--- config.mk ---
export PLATFORM = sky130hd
export DESIGN_NAME = chip_top
export DESIGN_NICKNAME = d
export VERILOG_FILES = /design/src/rtl/chip_top.sv
export SDC_FILE = /design/constraint.sdc
export NUM_CORES = 1
export LEC_CHECK = 0
export ABC_AREA = 1
export BUFFER_PORTS_ARGS = -buffer_cell sky130_fd_sc_hd__buf_4
export CAP_MARGIN = 30
export CORE_UTILIZATION = 52
export DETAILED_ROUTE_END_ITERATION = 8
export PLACE_DENSITY = 0.68
export SKIP_LAST_GASP = 1
export SLEW_MARGIN = 20
export SYNTH_ARGS = -nofsm -noshare
export SYNTH_HDL_FRONTEND = slang
export SYNTH_SLANG_ARGS = --single-unit
--- constraint.sdc ---
create_clock -name clk_p -period 2.7 [get_ports clk_p]
set_clock_uncertainty 0.1 [all_clocks]
set_input_delay 0.675 -clock clk_p [delete_from_list [all_inputs] [get_ports clk_p]]
set_output_delay 0.675 -clock clk_p [all_outputs]
set_load 0.05 [all_outputs]
--- src/rtl/chip_top.sv ---
// Board self-test: UART banner, SPI loopback test with P/F verdict, then UART echo.
// A free-running VGA timing generator draws a coordinate-derived test pattern.
module chip_top #(
    parameter int BAUD_DIV = 16,
    parameter int SPI_DIV  = 4,
    parameter int PIX_DIV  = 8,
    parameter int H_ACT    = 640,
    parameter int H_FP     = 16,
    parameter int H_SYNC   = 96,
    parameter int H_BP     = 48,
    parameter int V_ACT    = 480,
    parameter int V_FP     = 10,
    parameter int V_SYNC   = 2,
    parameter int V_BP     = 33
) (
    input  logic       clk_p,
    input  logic       clk_n,
    input  logic       rst_top,
    input  logic       rxd,
    output logic       txd,
    output logic       spi_cs,
    output logic       spi_sclk,
    output logic       spi_mosi,
    input  logic       spi_miso,
    output logic       sd_reset,
    output logic [3:0] vga_red,
    output logic [3:0] vga_green,
    output logic [3:0] vga_blue,
    output logic       vga_hsync,
    output logic       vga_vsync
);

    localparam logic [15:0] BAUD_LAST = 16'(BAUD_DIV - 1);
    localparam logic [15:0] BAUD_MID  = 16'(BAUD_DIV / 2 - 1);
    localparam logic [15:0] SPI_LAST  = 16'(SPI_DIV - 1);
    localparam logic [15:0] PIX_LAST  = 16'(PIX_DIV - 1);
    localparam logic [11:0] H_ACT_L   = 12'(H_ACT);
    localparam logic [11:0] HS_START  = 12'(H_ACT + H_FP);
    localparam logic [11:0] HS_END    = 12'(H_ACT + H_FP + H_SYNC - 1);
    localparam logic [11:0] H_LAST    = 12'(H_ACT + H_FP + H_SYNC + H_BP - 1);
    localparam logic [11:0] V_ACT_L   = 12'(V_ACT);
    localparam logic [11:0] VS_START  = 12'(V_ACT + V_FP);
    localparam logic [11:0] VS_END    = 12'(V_ACT + V_FP + V_SYNC - 1);
    localparam logic [11:0] V_LAST    = 12'(V_ACT + V_FP + V_SYNC + V_BP - 1);
    localparam logic [7:0]  SPI_PATTERN = 8'hA5;

    typedef enum logic [1:0] {
        ST_BANNER = 2'd0,
        ST_SPI    = 2'd1,
        ST_RESULT = 2'd2,
        ST_ECHO   = 2'd3
    } seq_state_t;

    typedef enum logic [1:0] {
        RX_IDLE  = 2'd0,
        RX_START = 2'd1,
        RX_DATA  = 2'd2,
        RX_STOP  = 2'd3
    } rx_state_t;

    seq_state_t state_r;
    rx_state_t  rx_state_r;

    logic [2:0]  ban_idx_r;
    logic        tx_busy_r;
    logic [8:0]  tx_data_r;
    logic [3:0]  tx_bit_r;
    logic [15:0] tx_baud_r;
    logic [15:0] spi_half_r;
    logic [4:0]  spi_phase_r;
    logic [7:0]  spi_tx_r;
    logic [7:0]  spi_rx_r;
    logic        hold_full_r;
    logic [7:0]  hold_data_r;
    logic        rx_sync1_r;
    logic        rx_sync2_r;
    logic        rx_prev_r;
    logic [15:0] rx_baud_r;
    logic [2:0]  rx_bit_r;
    logic [7:0]  rx_shift_r;
    logic        rx_valid_r;
    logic [15:0] pix_r;
    logic [11:0] h_r;
    logic [11:0] v_r;

    logic        tx_done_s;
    logic        tx_free_s;
    logic        tx_load_s;
    logic [7:0]  tx_byte_s;
    logic        unused_clk_n_s;

    assign unused_clk_n_s = clk_n;

    function automatic logic [7:0] banner_byte(input logic [1:0] idx);
        case (idx)
            2'd0:    banner_byte = 8'h4F;
            2'd1:    banner_byte = 8'h4B;
            2'd2:    banner_byte = 8'h0D;
            2'd3:    banner_byte = 8'h0A;
            default: banner_byte = 8'h0A;
        endcase
    endfunction

    assign tx_done_s = tx_busy_r && (tx_baud_r == BAUD_LAST) && (tx_bit_r == 4'd9);
    assign tx_free_s = !tx_busy_r || tx_done_s;

    // Choose the next byte for the transmitter; a load on the last stop cycle keeps bytes gap-free.
    always_comb begin
        tx_load_s = 1'b0;
        tx_byte_s = 8'h00;
        case (state_r)
            ST_BANNER: begin
                if (tx_free_s && (ban_idx_r < 3'd4)) begin
                    tx_load_s = 1'b1;
                    tx_byte_s = banner_byte(ban_idx_r[1:0]);
                end else begin
                    tx_load_s = 1'b0;
                end
            end
            ST_RESULT: begin
                if (tx_free_s) begin
                    tx_load_s = 1'b1;
                    tx_byte_s = (spi_rx_r == SPI_PATTERN) ? 8'h50 : 8'h46;
                end else begin
                    tx_load_s = 1'b0;
                end
            end
            ST_ECHO: begin
                if (tx_free_s && hold_full_r) begin
                    tx_load_s = 1'b1;
                    tx_byte_s = hold_data_r;
                end else begin
                    tx_load_s = 1'b0;
                end
            end
            default: begin
                tx_load_s = 1'b0;
            end
        endcase
    end

    // Sequencer, UART transmitter, SPI master and echo holding register.
    always_ff @(posedge clk_p) begin
        if (rst_top) begin
            state_r     <= ST_BANNER;
            ban_idx_r   <= 3'd0;
            txd         <= 1'b1;
            tx_busy_r   <= 1'b0;
            tx_data_r   <= 9'h1FF;
            tx_bit_r    <= 4'd0;
            tx_baud_r   <= 16'd0;
            spi_cs      <= 1'b1;
            spi_sclk    <= 1'b0;
            spi_mosi    <= 1'b0;
            spi_half_r  <= 16'd0;
            spi_phase_r <= 5'd0;
            spi_tx_r    <= 8'h00;
            spi_rx_r    <= 8'h00;
            sd_reset    <= 1'b1;
            hold_full_r <= 1'b0;
            hold_data_r <= 8'h00;
        end else begin
            if (tx_busy_r) begin
                if (tx_baud_r == BAUD_LAST) begin
                    tx_baud_r <= 16'd0;
                    if (tx_bit_r == 4'd9) begin
                        tx_busy_r <= 1'b0;
                    end else begin
                        txd       <= tx_data_r[0];
                        tx_data_r <= {1'b1, tx_data_r[8:1]};
                        tx_bit_r  <= tx_bit_r + 4'd1;
                    end
                end else begin
                    tx_baud_r <= tx_baud_r + 16'd1;
                end
            end

            if (tx_load_s) begin
                txd       <= 1'b0;
                tx_data_r <= {1'b1, tx_byte_s};
                tx_bit_r  <= 4'd0;
                tx_baud_r <= 16'd0;
                tx_busy_r <= 1'b1;
            end

            case (state_r)
                ST_BANNER: begin
                    if (tx_load_s) begin
                        ban_idx_r <= ban_idx_r + 3'd1;
                    end else if ((ban_idx_r == 3'd4) && tx_free_s) begin
                        state_r     <= ST_SPI;
                        sd_reset    <= 1'b0;
                        spi_cs      <= 1'b0;
                        spi_tx_r    <= SPI_PATTERN;
                        spi_mosi    <= SPI_PATTERN[7];
                        spi_half_r  <= 16'd0;
                        spi_phase_r <= 5'd0;
                    end
                end
                ST_SPI: begin
                    // Even half-period ends raise SCLK and sample; odd ones lower it and shift.
                    if (spi_half_r == SPI_LAST) begin
                        spi_half_r  <= 16'd0;
                        spi_phase_r <= spi_phase_r + 5'd1;
                        if (spi_phase_r == 5'd16) begin
                            spi_cs   <= 1'b1;
                            spi_mosi <= 1'b0;
                            state_r  <= ST_RESULT;
                        end else if (!spi_phase_r[0]) begin
                            spi_sclk <= 1'b1;
                            spi_rx_r <= {spi_rx_r[6:0], spi_miso};
                        end else begin
                            spi_sclk <= 1'b0;
                            spi_mosi <= spi_tx_r[6];
                            spi_tx_r <= {spi_tx_r[6:0], 1'b0};
                        end
                    end else begin
                        spi_half_r <= spi_half_r + 16'd1;
                    end
                end
                ST_RESULT: begin
                    if (tx_load_s) begin
                        state_r <= ST_ECHO;
                    end
                end
                ST_ECHO: begin
                    if (tx_load_s) begin
                        hold_full_r <= 1'b0;
                    end
                    if (rx_valid_r && !hold_full_r) begin
                        hold_full_r <= 1'b1;
                        hold_data_r <= rx_shift_r;
                    end
                end
                default: begin
                    state_r <= ST_BANNER;
                end
            endcase
        end
    end

    // UART receiver: synchroniser, start-bit qualification and mid-bit sampling; armed only in ECHO.
    always_ff @(posedge clk_p) begin
        if (rst_top) begin
            rx_sync1_r <= 1'b1;
            rx_sync2_r <= 1'b1;
            rx_prev_r  <= 1'b1;
            rx_state_r <= RX_IDLE;
            rx_baud_r  <= 16'd0;
            rx_bit_r   <= 3'd0;
            rx_shift_r <= 8'h00;
            rx_valid_r <= 1'b0;
        end else begin
            rx_sync1_r <= rxd;
            rx_sync2_r <= rx_sync1_r;
            rx_prev_r  <= rx_sync2_r;
            rx_valid_r <= 1'b0;
            case (rx_state_r)
                RX_IDLE: begin
                    if ((state_r == ST_ECHO) && rx_prev_r && !rx_sync2_r) begin
                        rx_state_r <= RX_START;
                        rx_baud_r  <= 16'd0;
                    end
                end
                RX_START: begin
                    if (rx_baud_r == BAUD_MID) begin
                        rx_baud_r  <= 16'd0;
                        rx_bit_r   <= 3'd0;
                        rx_state_r <= rx_sync2_r ? RX_IDLE : RX_DATA;
                    end else begin
                        rx_baud_r <= rx_baud_r + 16'd1;
                    end
                end
                RX_DATA: begin
                    if (rx_baud_r == BAUD_LAST) begin
                        rx_baud_r  <= 16'd0;
                        rx_shift_r <= {rx_sync2_r, rx_shift_r[7:1]};
                        if (rx_bit_r == 3'd7) begin
                            rx_state_r <= RX_STOP;
                        end else begin
                            rx_bit_r <= rx_bit_r + 3'd1;
                        end
                    end else begin
                        rx_baud_r <= rx_baud_r + 16'd1;
                    end
                end
                RX_STOP: begin
                    if (rx_baud_r == BAUD_LAST) begin
                        rx_baud_r  <= 16'd0;
                        rx_state_r <= RX_IDLE;
                        rx_valid_r <= rx_sync2_r;
                    end else begin
                        rx_baud_r <= rx_baud_r + 16'd1;
                    end
                end
                default: begin
                    rx_state_r <= RX_IDLE;
                end
            endcase
        end
    end

    // VGA pixel/line counters and registered sync and colour outputs.
    always_ff @(posedge clk_p) begin
        if (rst_top) begin
            pix_r     <= 16'd0;
            h_r       <= 12'd0;
            v_r       <= 12'd0;
            vga_hsync <= 1'b1;
            vga_vsync <= 1'b1;
            vga_red   <= 4'd0;
            vga_green <= 4'd0;
            vga_blue  <= 4'd0;
        end else begin
            if (pix_r == PIX_LAST) begin
                pix_r <= 16'd0;
                if (h_r == H_LAST) begin
                    h_r <= 12'd0;
                    v_r <= (v_r == V_LAST) ? 12'd0 : v_r + 12'd1;
                end else begin
                    h_r <= h_r + 12'd1;
                end
            end else begin
                pix_r <= pix_r + 16'd1;
            end
            vga_hsync <= !((h_r >= HS_START) && (h_r <= HS_END));
            vga_vsync <= !((v_r >= VS_START) && (v_r <= VS_END));
            if ((h_r < H_ACT_L) && (v_r < V_ACT_L)) begin
                vga_red   <= h_r[7:4];
                vga_green <= v_r[7:4];
                vga_blue  <= h_r[3:0] ^ v_r[3:0];
            end else begin
                vga_red   <= 4'd0;
                vga_green <= 4'd0;
                vga_blue  <= 4'd0;
            end
        end
    end

endmodule

==> flow_summary.yaml, run 1 <==
logic_synthesis:
  synth_top_family_by_area: "simple AND/OR/NAND/NOR gates"
  synthAdderAreaFrac: 0.0383
  synth_async_sr_flop_share: 0
  yosys_warnings: 0
  synth_edf_count: 0
  syn-mean-instance-area_um2: 6.99
  synth_compound_area_frac: 0.119
  synthTopCellsByArea: "dfxtp_1 (40%), nand2_1 (9.2%), nor2_1 (7.7%)"
  seq_area_frac_synth: 0.403
  synth-xor-area-share: 0.0330
  synth_flop_cell: "dfxtp_1"
  ys_seq_elements: 171
  netlist.area_leader.share: 0.403
  synth_cell_type_count: 42
  syn_nets: 1247
  synthMuxAreaShare: 0
  synth-simple-area-share: 0.319
  synthCells: 1216
  yosysTopAreaCell: "dfxtp_1"
  syn_area_mm2: 0.00850
finish:
  utilization: 0.597
  final_cell_mix: "nand2_1 (208), nor2_1 (175), dfxtp_1 (171)"
  drive_gt1_frac: 0.0791
  regArea_mm2: 0.00342
  final_design_area_no_fill_mm2: 0.00952
  antenna_cells: 0
  multiInputGateArea_mm2: 0.00432
  area_delta_synth_final_pct: 12.1
  nets: 1273
  nFillCells: 1512
  final_cells: 1468
  final_common_cell: "nand2_1"
floorplanning:
  coreArea_mm2: 0.0159
  dieArea_mm2: 0.0169
  chipHeight_um: 130
  row_count: 46
  io_pins: 24
  initial_core_util: 0.533
  fp.dieW_um: 130
setup_path:
  worstSetupPathType: "flop to flop"
  startpoint: "tx_baud_r[0]"
  crit_path_max_incr_delay_ns: 0.37
  crit_fanout: 20
  critPathLaunchType: "flop"
  worstSetupEndpointType: "flop"
  cp_cell_sequence: "ha_1 > nand3_1 > nor2_1 > nand3_2 > nand2_4 > nand2_4 > nand2_2 > nand3_4 > nand3_1 > nand2_1 > a21oi_1"
  r2r-start: "tx_baud_r[0]"
  arrival_ns: 2.56
  cp_slowest_cell: "dfxtp_1"
  worstPathRequired_ns: 2.94
power_and_ir_drop:
  p_per_area_mw_per_mm2: 752
  power.leakage_nw: 3.75
  irDropWorstVdd_mv: 0.577
timing:
  tns_ns: 0
  max_slew_margin: 0.628
  hold_violations: 0
  finalSetupViolations: 0
  final.period_utilization: 0.858
  max_freq_mhz: 431
  worstMarginPinSlew_ns: 0.557
  holdWs_ns: 0.323
  drv_slew: 0
  period_needed_ns: 2.32
  rsz0062_at_grt: "false"
cts:
  cts_hold_buf: 0
  post_cts_buffers: 0
  cts.sink_count: 171
  clock_path_buffers: 2
  clkLatencyLatePin_ns: 0.42
  clkTransAtPathRegs_ns: 0.06
  cts_tree: "built"
  htreeDepth: 4
  root_buffer: "clkbuf_16"
  cts_resized: 0
  numCtsBuffers: 17
drt:
  routed_via_density: 5.15
  drt-met1-wl_um: 8980
  totalWireLength_um: 17900
  routedWlPerCell_um: 12.2
  vias: 7561
  drcViolationCount: 0
  final_antenna_net_count: 0
  drtIter0Drc: 525
  highest_layer: "met4"
  met2_length_um: 8250
  wl_met3_um: 459
  firstDrtPassIters: 5
global_route:
  grt_pass1_vias: 6728
  grt-ovfl-total: 0
  grt.total_usage: 0.225
  grt_start_max_net_pins: 38
  antenna_found_initial: 0
  grt_pass1_wl_um: 30800
place:
  hpwl_um: 12400
  dpl_cell_area_mm2: 0.00893
  dp_cells: 1439
  place_congestion: 0.875
  portBuffers: 22
flow_run:
  maxCapViolCount: 0
outcome:
  status: "finished, final reports clean"
hold_path:
  hold_start: "rx_sync1_r"
  hp-class: "flop to flop"
-- worst max-delay path, delay by kind of cell (launching register included) --
family,cells,cell delay (ns)
AO/OA/AOI/OAI,1,0.17
adder cells (fa/ha/maj),1,0.20
flip-flops,1,0.37
AND/OR/NAND/NOR,9,1.39
-- layer usage --
| layer | up-vias | track usage |
|---|---|---|
| li1 | 4036 | - |
| met4 | 0 | 0.0684 |
| met3 | 17 | 0.0422 |
| met1 | 3414 | 0.301 |
| met5 | - | 0 |
| met2 | 94 | 0.368 |
-- power by group --
part           leakage (nW)  total (mW)  switching [mW]  internal [mW]
Combinational          2.08        1.84            1.27          0.572
Clock                 0.285        2.52           0.967           1.55
Sequential             1.38        2.80           0.120           2.68
-- registers in the layout (all words and copies together) (netlist names), 2 cells and up, named ones only --
name,flops
state_r,2
vga_red,4
spi_tx_r,7
pix_r,16
v_r,12
ban_idx_r,3
rx_baud_r,16
vga_green,4
vga_blue,4
h_r,12
tx_baud_r,16
spi_rx_r,8
hold_data_r,8
tx_bit_r,4
tx_data_r,8
spi_half_r,16
rx_shift_r,8
spi_phase_r,5
rx_bit_r,3
-- cells by family after synthesis --
kind of cell | count (synthesis)
AOI/OAI and AO/OA | 190
adders and majority gates | 26
and+or+nand+nor | 603
buffers and inverters | 194
DFF | 171
xor gates and xnor gates | 32
-- Yosys cell counts, types with 3 or more instances --
cell type	count
clkbuf_1	23
nand2_4	3
nor2_1	175
o211ai_1	5
nand2_1	208
nand4_1	40
inv_2	3
xor2_1	28
buf_2	7
nor3b_1	7
nand3_1	79
nand2_2	4
o21ai_0	70
or2_2	11
dfxtp_1	171
nor3_1	44
o21ai_2	3
o21a_1	3
a21oi_1	97
nor4_1	21
nor2_2	3
inv_1	157
ha_1	26
xnor2_1	4
-- cell type report --
class	count	area share
well taps	216	0.0284
clock buffers	21	0.0473
repair buffers	41	0.0323
flip-flops and latches	171	0.360
multi-input cells	851	0.454
inverters	160	0.0631
clock inverters	8	0.0152
-- path summary, 6_finish.rpt --
check / slack, ns / endpoint / cells past startpoint
setup / recovery: 0.38 / spi_phase_r[2] / 11
hold reg to reg: 0.32 / rx_sync2_r / 1
hold / removal: 0.32 / rx_sync2_r / 1
setup reg to reg: 0.38 / spi_phase_r[2] / 11
-- per-stage QoR --
step                      total power, mW  setup WS [ns]
final                                7.16          0.382
after global routing                 7.58          0.182
after CTS                            7.22          0.379
after detailed placement             4.68          0.385
after global placement               4.65          0.415
after floorplan                      4.23          0.784
Note: power is estimated with default switching activity, not from simulation.
==> run 2: changes to the inputs <==
Settings changed: CELL_PAD_IN_SITES_DETAIL_PLACEMENT set to 1, CELL_PAD_IN_SITES_GLOBAL_PLACEMENT set to 1, CORE_UTILIZATION 52 to 46, PLACE_DENSITY 0.68 to not set, PLACE_DENSITY_LB_ADDON set to 0.1.
==> run 2 against run 1 <==
Die area increased by 13%. Cell area increased by 0.14%. Routed wire length increased by 21%. Highest routed layer unchanged. Largest cell class unchanged. Clock power increased by 2%. Global-route usage increased by 1.2 points. Register-to-register slack got worse by 0.12 ns. Critical path depth increased by 2. Final cell count increased by 0.95%. Setup slack got worse by 0.12 ns. Non-clock buffer count decreased by 2. Critical path type unchanged.
==> flow_summary.yaml, run 2 (same netlist as run 1, synthesis figures left out) <==
global_route:
  grt_pass1_wl_um: 36100
  grt_use_met3: 0.0420
  use_met2: 0.394
  grt_busiest_layer: "met2"
  antenna_found_initial: 0
  grt_pass1_vias: 7686
  grt-ovfl-total: 0
  grtUsageMet1: 0.314
  grt_start_max_net_pins: 32
  grt.total_usage: 0.237
setup_path:
  worstSetupPathType: "flop to flop"
  worstPathRequired_ns: 2.92
  startpoint: "tx_baud_r[0]"
  cp_cell_sequence: "ha_1 > nand3_1 > nor2_1 > nand3_2 > nand2_4 > nand2_4 > nand2_2 > nand3_4 > buf_4 > nand3_2 > nand2_1 > nand2_1 > nor2_1"
  critPathLaunchType: "flop"
  cp_slowest_cell: "dfxtp_1"
  r2r-start: "tx_baud_r[0]"
  crit_fanout: 19
  worstSetupEndpointType: "flop"
  arrival_ns: 2.66
  crit_path_max_incr_delay_ns: 0.41
cts:
  post_cts_buffers: 0
  cts_resized: 0
  cts_hold_buf: 0
  cts.sink_count: 171
  cts_tree: "built"
  numCtsBuffers: 17
  root_buffer: "clkbuf_16"
  clkLatencyLatePin_ns: 0.44
  htreeDepth: 4
  clock_path_buffers: 2
  clkTransAtPathRegs_ns: 0.07
power_and_ir_drop:
  switching_share: 0.349
  irDropWorstVdd_mv: 0.597
  seqPwrFrac: 0.387
  p_sw_mw: 2.53
  power_frac_comb: 0.259
  p_clk_frac: 0.354
  power.leakage_nw: 3.75
  design_power_total_mw: 7.25
  p_int_mw: 4.72
  p_per_area_mw_per_mm2: 761
hold_path:
  hold_start: "rx_sync1_r"
  hp-class: "flop to flop"
flow_run:
  maxCapViolCount: 0
place:
  hpwl_um: 15300
  place_congestion: 0.826
  portBuffers: 22
  dp_cells: 1450
drt:
  totalWireLength_um: 21600
  drtIter0Drc: 318
  final_antenna_net_count: 0
  drcViolationCount: 0
  vias: 7857
  firstDrtPassIters: 4
  routedWlPerCell_um: 14.6
  routed_via_density: 5.30
finish:
  antenna_cells: 0
  final_cells: 1482
  final_cell_mix: "nand2_1 (208), nor2_1 (175), dfxtp_1 (171)"
  nets: 1271
  area_delta_synth_final_pct: 12.2
  final_common_cell: "nand2_1"
  drive_gt1_frac: 0.0814
  nFillCells: 2392
floorplanning:
  row_count: 49
  initial_core_util: 0.471
  dieArea_mm2: 0.0190
  chipHeight_um: 138
  io_pins: 24
  coreArea_mm2: 0.0180
  fp.dieW_um: 138
timing:
  max_slew_margin: 0.620
  period_needed_ns: 2.44
  tns_ns: 0
  rsz0062_at_grt: "false"
  hold_violations: 0
  max_freq_mhz: 410
  worstMarginPinSlew_ns: 0.570
  drv_slew: 0
  finalSetupViolations: 0
  final.period_utilization: 0.903
outcome:
  status: "finished, final reports clean"
run 2: changes by cell type in the layout (fill, tap and decap cells not counted):
| cell | delta |
|---|---|
| clkinv_2 | +1 |
| buf_4 | -2 |
| inv_6 | +3 |
| bufinv_16 | -1 |
| inv_8 | +1 |
| clkinvlp_4 | +1 |
| clkbuf_1 | -2 |
run 2: through the flow:
step | worst slack, ns | util | instance area, um^2 | hold slack (ns)
6_report | 0.261 | 0.529 | 9540 | 0.319
5_1_grt | 0.0556 | 0.529 | 9540 | 0.330
4_1_cts | 0.229 | 0.529 | 9540 | 0.324
3_5_place_dp | 0.313 | 0.495 | 8930 | 0.300
3_3_place_gp | 0.416 | 0.495 | 8930 | 0.292
2_1_floorplan | 0.784 | - | 8500 | 0.289
run 2: worst max-delay path, delay by kind of cell, from the launching register on:
kind	cells	cell delay, ns
adders and majority gates	1	0.24
and+or+nand+nor	11	1.28
DFF	1	0.41
buffers and inverters	1	0.26
run 2: path summary, 6_finish.rpt:
path,endpoint,slack (ns),cells after the start
worst max-delay path,spi_tx_r[6],0.26,13
worst min-delay path,rx_sync2_r,0.32,1
worst max register to register,spi_tx_r[6],0.26,13
worst min register to register,rx_sync2_r,0.32,1
run 2: layer usage:
layer / vias up / share of wire
met1: 3748 / 0.51
li1: 4021 / -
met2: 70 / 0.46
met5: - / 0
met4: 0 / 0.0093
met3: 18 / 0.021
run 2: power groups by stage:
stage / clock, mW / sequential [mW] / combinational (mW)
after floorplan: 0 / 2.87 / 1.35
after global placement: 0 / 2.85 / 1.80
after detailed placement: 0 / 2.86 / 1.87
after CTS: 2.62 / 2.81 / 1.90
after global routing: 2.73 / 2.83 / 2.15
final: 2.56 / 2.81 / 1.88
run 2: area by class of cell:
class	count	area (um^2)	share of cell area
Tap cell	229	287	0.0300
Clock inverter	13	165	0.0173
Multi-Input combinational cell	851	4320	0.453
Sequential cell	171	3420	0.359
Inverter	160	601	0.0630
Clock buffer	19	443	0.0465
Timing Repair Buffer	39	293	0.0307
==> run 3: changes to the inputs <==
--- a/config.mk
+++ b/config.mk
@@ -13,5 +13,5 @@
 export CORE_UTILIZATION = 46
 export DETAILED_ROUTE_END_ITERATION = 8
-export PLACE_DENSITY_LB_ADDON = 0.1
+export PLACE_DENSITY = 0.89
 export SKIP_LAST_GASP = 1
 export SLEW_MARGIN = 20
==> constraint.sdc (replaced) <==
create_clock -name clk_p -period 2.7 [get_ports clk_p]
set_clock_uncertainty 0.1 [all_clocks]
set_input_delay 0.27 -clock clk_p [delete_from_list [all_inputs] [get_ports clk_p]]
set_output_delay 0.27 -clock clk_p [all_outputs]
set_load 0.05 [all_outputs]
==> run 3 against run 2 <==
Final cell count is 0.27% lower. Sequential power about the same. Combinational power barely moved. Critical path depth fell by 3. Global-route usage is 1.2 points higher. Fmax down 1.7%. Routed wire length up 3.0%. First-iteration DRC count up 41%. Setup slack got worse by 0.042 ns. Die area unchanged. Sequential cell count stayed put. Critical endpoint is now spi_phase_r[0]. Largest power group unchanged. Highest routed layer unchanged.
==> flow_summary.yaml, run 3 (same netlist as run 1, synthesis figures left out) <==
setup_path:
  crit_fanout: 11
  arrival_ns: 2.70
  cp_cell_sequence: "ha_1 > nand3_1 > nor2_1 > nand3_2 > nand2_4 > nand3_1 > nand2_1 > nand3_1 > a21oi_1 > nor2_1"
  worstPathRequired_ns: 2.92
  crit_path_max_incr_delay_ns: 0.40
  critPathLaunchType: "flop"
  cp_slowest_cell: "dfxtp_1"
  worstSetupPathType: "flop to flop"
  worstSetupEndpointType: "flop"
  crit_top_cell: "nand3_1"
  r2r-start: "tx_baud_r[0]"
  reg2reg_depth: 10
  timing.rr.end: "spi_phase_r[0]"
  rrSetupSlack_ns: 0.22
global_route:
  antenna_found_initial: 0
  grt.total_usage: 0.249
  grt_start_max_net_pins: 40
  grt_pass1_wl_um: 37700
  grt-ovfl-total: 0
  grt_pass1_vias: 7920
drt:
  vias: 7923
  routedWlPerCell_um: 15.1
  drtIter0Drc: 447
  drcViolationCount: 0
  routed_via_density: 5.36
  firstDrtPassIters: 4
  final_antenna_net_count: 0
  totalWireLength_um: 22300
floorplanning:
  initial_core_util: 0.471
  fp.dieW_um: 138
  coreArea_mm2: 0.0180
  io_pins: 24
  dieArea_mm2: 0.0190
  chipHeight_um: 138
  row_count: 49
finish:
  final_cell_mix: "nand2_1 (208), nor2_1 (175), dfxtp_1 (171)"
  final_common_cell: "nand2_1"
  final_design_area_no_fill_mm2: 0.00945
  drive_gt1_frac: 0.0777
  area_delta_synth_final_pct: 11.3
  nets: 1267
  antenna_cells: 0
flow_run:
  maxCapViolCount: 0
cts:
  htreeDepth: 4
  cts.sink_count: 171
  cts_hold_buf: 1
  post_cts_buffers: 0
  root_buffer: "clkbuf_16"
  cts_resized: 0
  numCtsBuffers: 17
  clkTransAtPathRegs_ns: 0.07
  cts_tree: "built"
  clock_path_buffers: 2
  clkLatencyLatePin_ns: 0.43
outcome:
  status: "finished, final reports clean"
place:
  place_congestion: 0.854
  hpwl_um: 15400
  dpl_cell_area_mm2: 0.00889
  portBuffers: 22
  post-place-ws_ns: 0.351
timing:
  drv_slew: 0
  finalSetupViolations: 0
  max_freq_mhz: 403
  max_slew_margin: 0.478
  rsz0062_at_grt: "false"
  fin_ws_ns: 0.219
  holdWs_ns: 0.0221
  worstMarginPinSlew_ns: 0.781
  period_needed_ns: 2.48
  hold_violations: 0
  final.period_utilization: 0.919
  tns_ns: 0
power_and_ir_drop:
  p_sw_mw: 2.53
  p_int_mw: 4.52
  power.leakage_nw: 3.69
  design_power_total_mw: 7.05
  p_clk_frac: 0.333
  switching_share: 0.358
  p_per_area_mw_per_mm2: 746
  irDropWorstVdd_mv: 0.497
  seqPwrFrac: 0.398
  power_frac_comb: 0.269
hold_path:
  min_path_cells: 3
  hold_start: "spi_miso"
  hp-class: "primary input to flop"
  min_to: "spi_rx_r[0]"
-- run 3: changes by cell type in the layout (fill, tap and decap cells not counted), moves of 2 or more --
| cell | previous run | this run |
|---|---|---|
| buf_4 | 39 | 34 |
| bufinv_16 | 3 | 1 |
| clkinv_4 | 0 | 2 |
| clkinvlp_4 | 3 | 5 |
-- run 3: critical path: cells and delay by family, from the launching register on --
family	cells	cell delay [ns]
compound gates	1	0.25
fa+ha+maj	1	0.22
flops	1	0.40
simple gates	8	1.41
-- run 3: metrics by stage --
stage                util  instances
global placement    0.493       1445
global route        0.524       1478
floorplan               -       1216
detailed placement  0.493       1445
CTS                 0.524       1478
finish              0.524       1478
-- run 3: power by group through the flow --
stage	Sequential (mW)	Combinational [mW]	Clock [mW]
floorplan	2.87	1.35	0
global placement	2.85	1.81	0
detailed placement	2.86	1.87	0
CTS	2.81	1.91	2.38
global route	2.83	2.15	2.48
finish	2.81	1.90	2.35
-- run 3: final cells by class --
class / instances / area, um^2
fillers: 2362 / 8570
multi-input cells: 851 / 4320
flip-flops and latches: 171 / 3420
inverters: 160 / 601
clock buffers: 18 / 429
well taps: 229 / 287
repair buffers: 35 / 265
clock inverters: 14 / 123
-- run 3: worst max path at each step --
stage,to,from
2_1_floorplan,spi_tx_r[6],spi_half_r[0]
3_3_place_gp,v_r[1],pix_r[0]
3_5_place_dp,v_r[2],pix_r[0]
4_1_cts,spi_phase_r[0],tx_baud_r[0]
5_1_grt,spi_phase_r[0],tx_baud_r[0]
6_report,spi_phase_r[0],tx_baud_r[0]
-- run 3: routing by layer --
layer  vias up  wire length, um  track usage
met3        28              536       0.0409
met1      3795            10600        0.319
li1       4018                -            -
met2        82            10800        0.426
met4         0              299       0.0743
met5         -                0            0
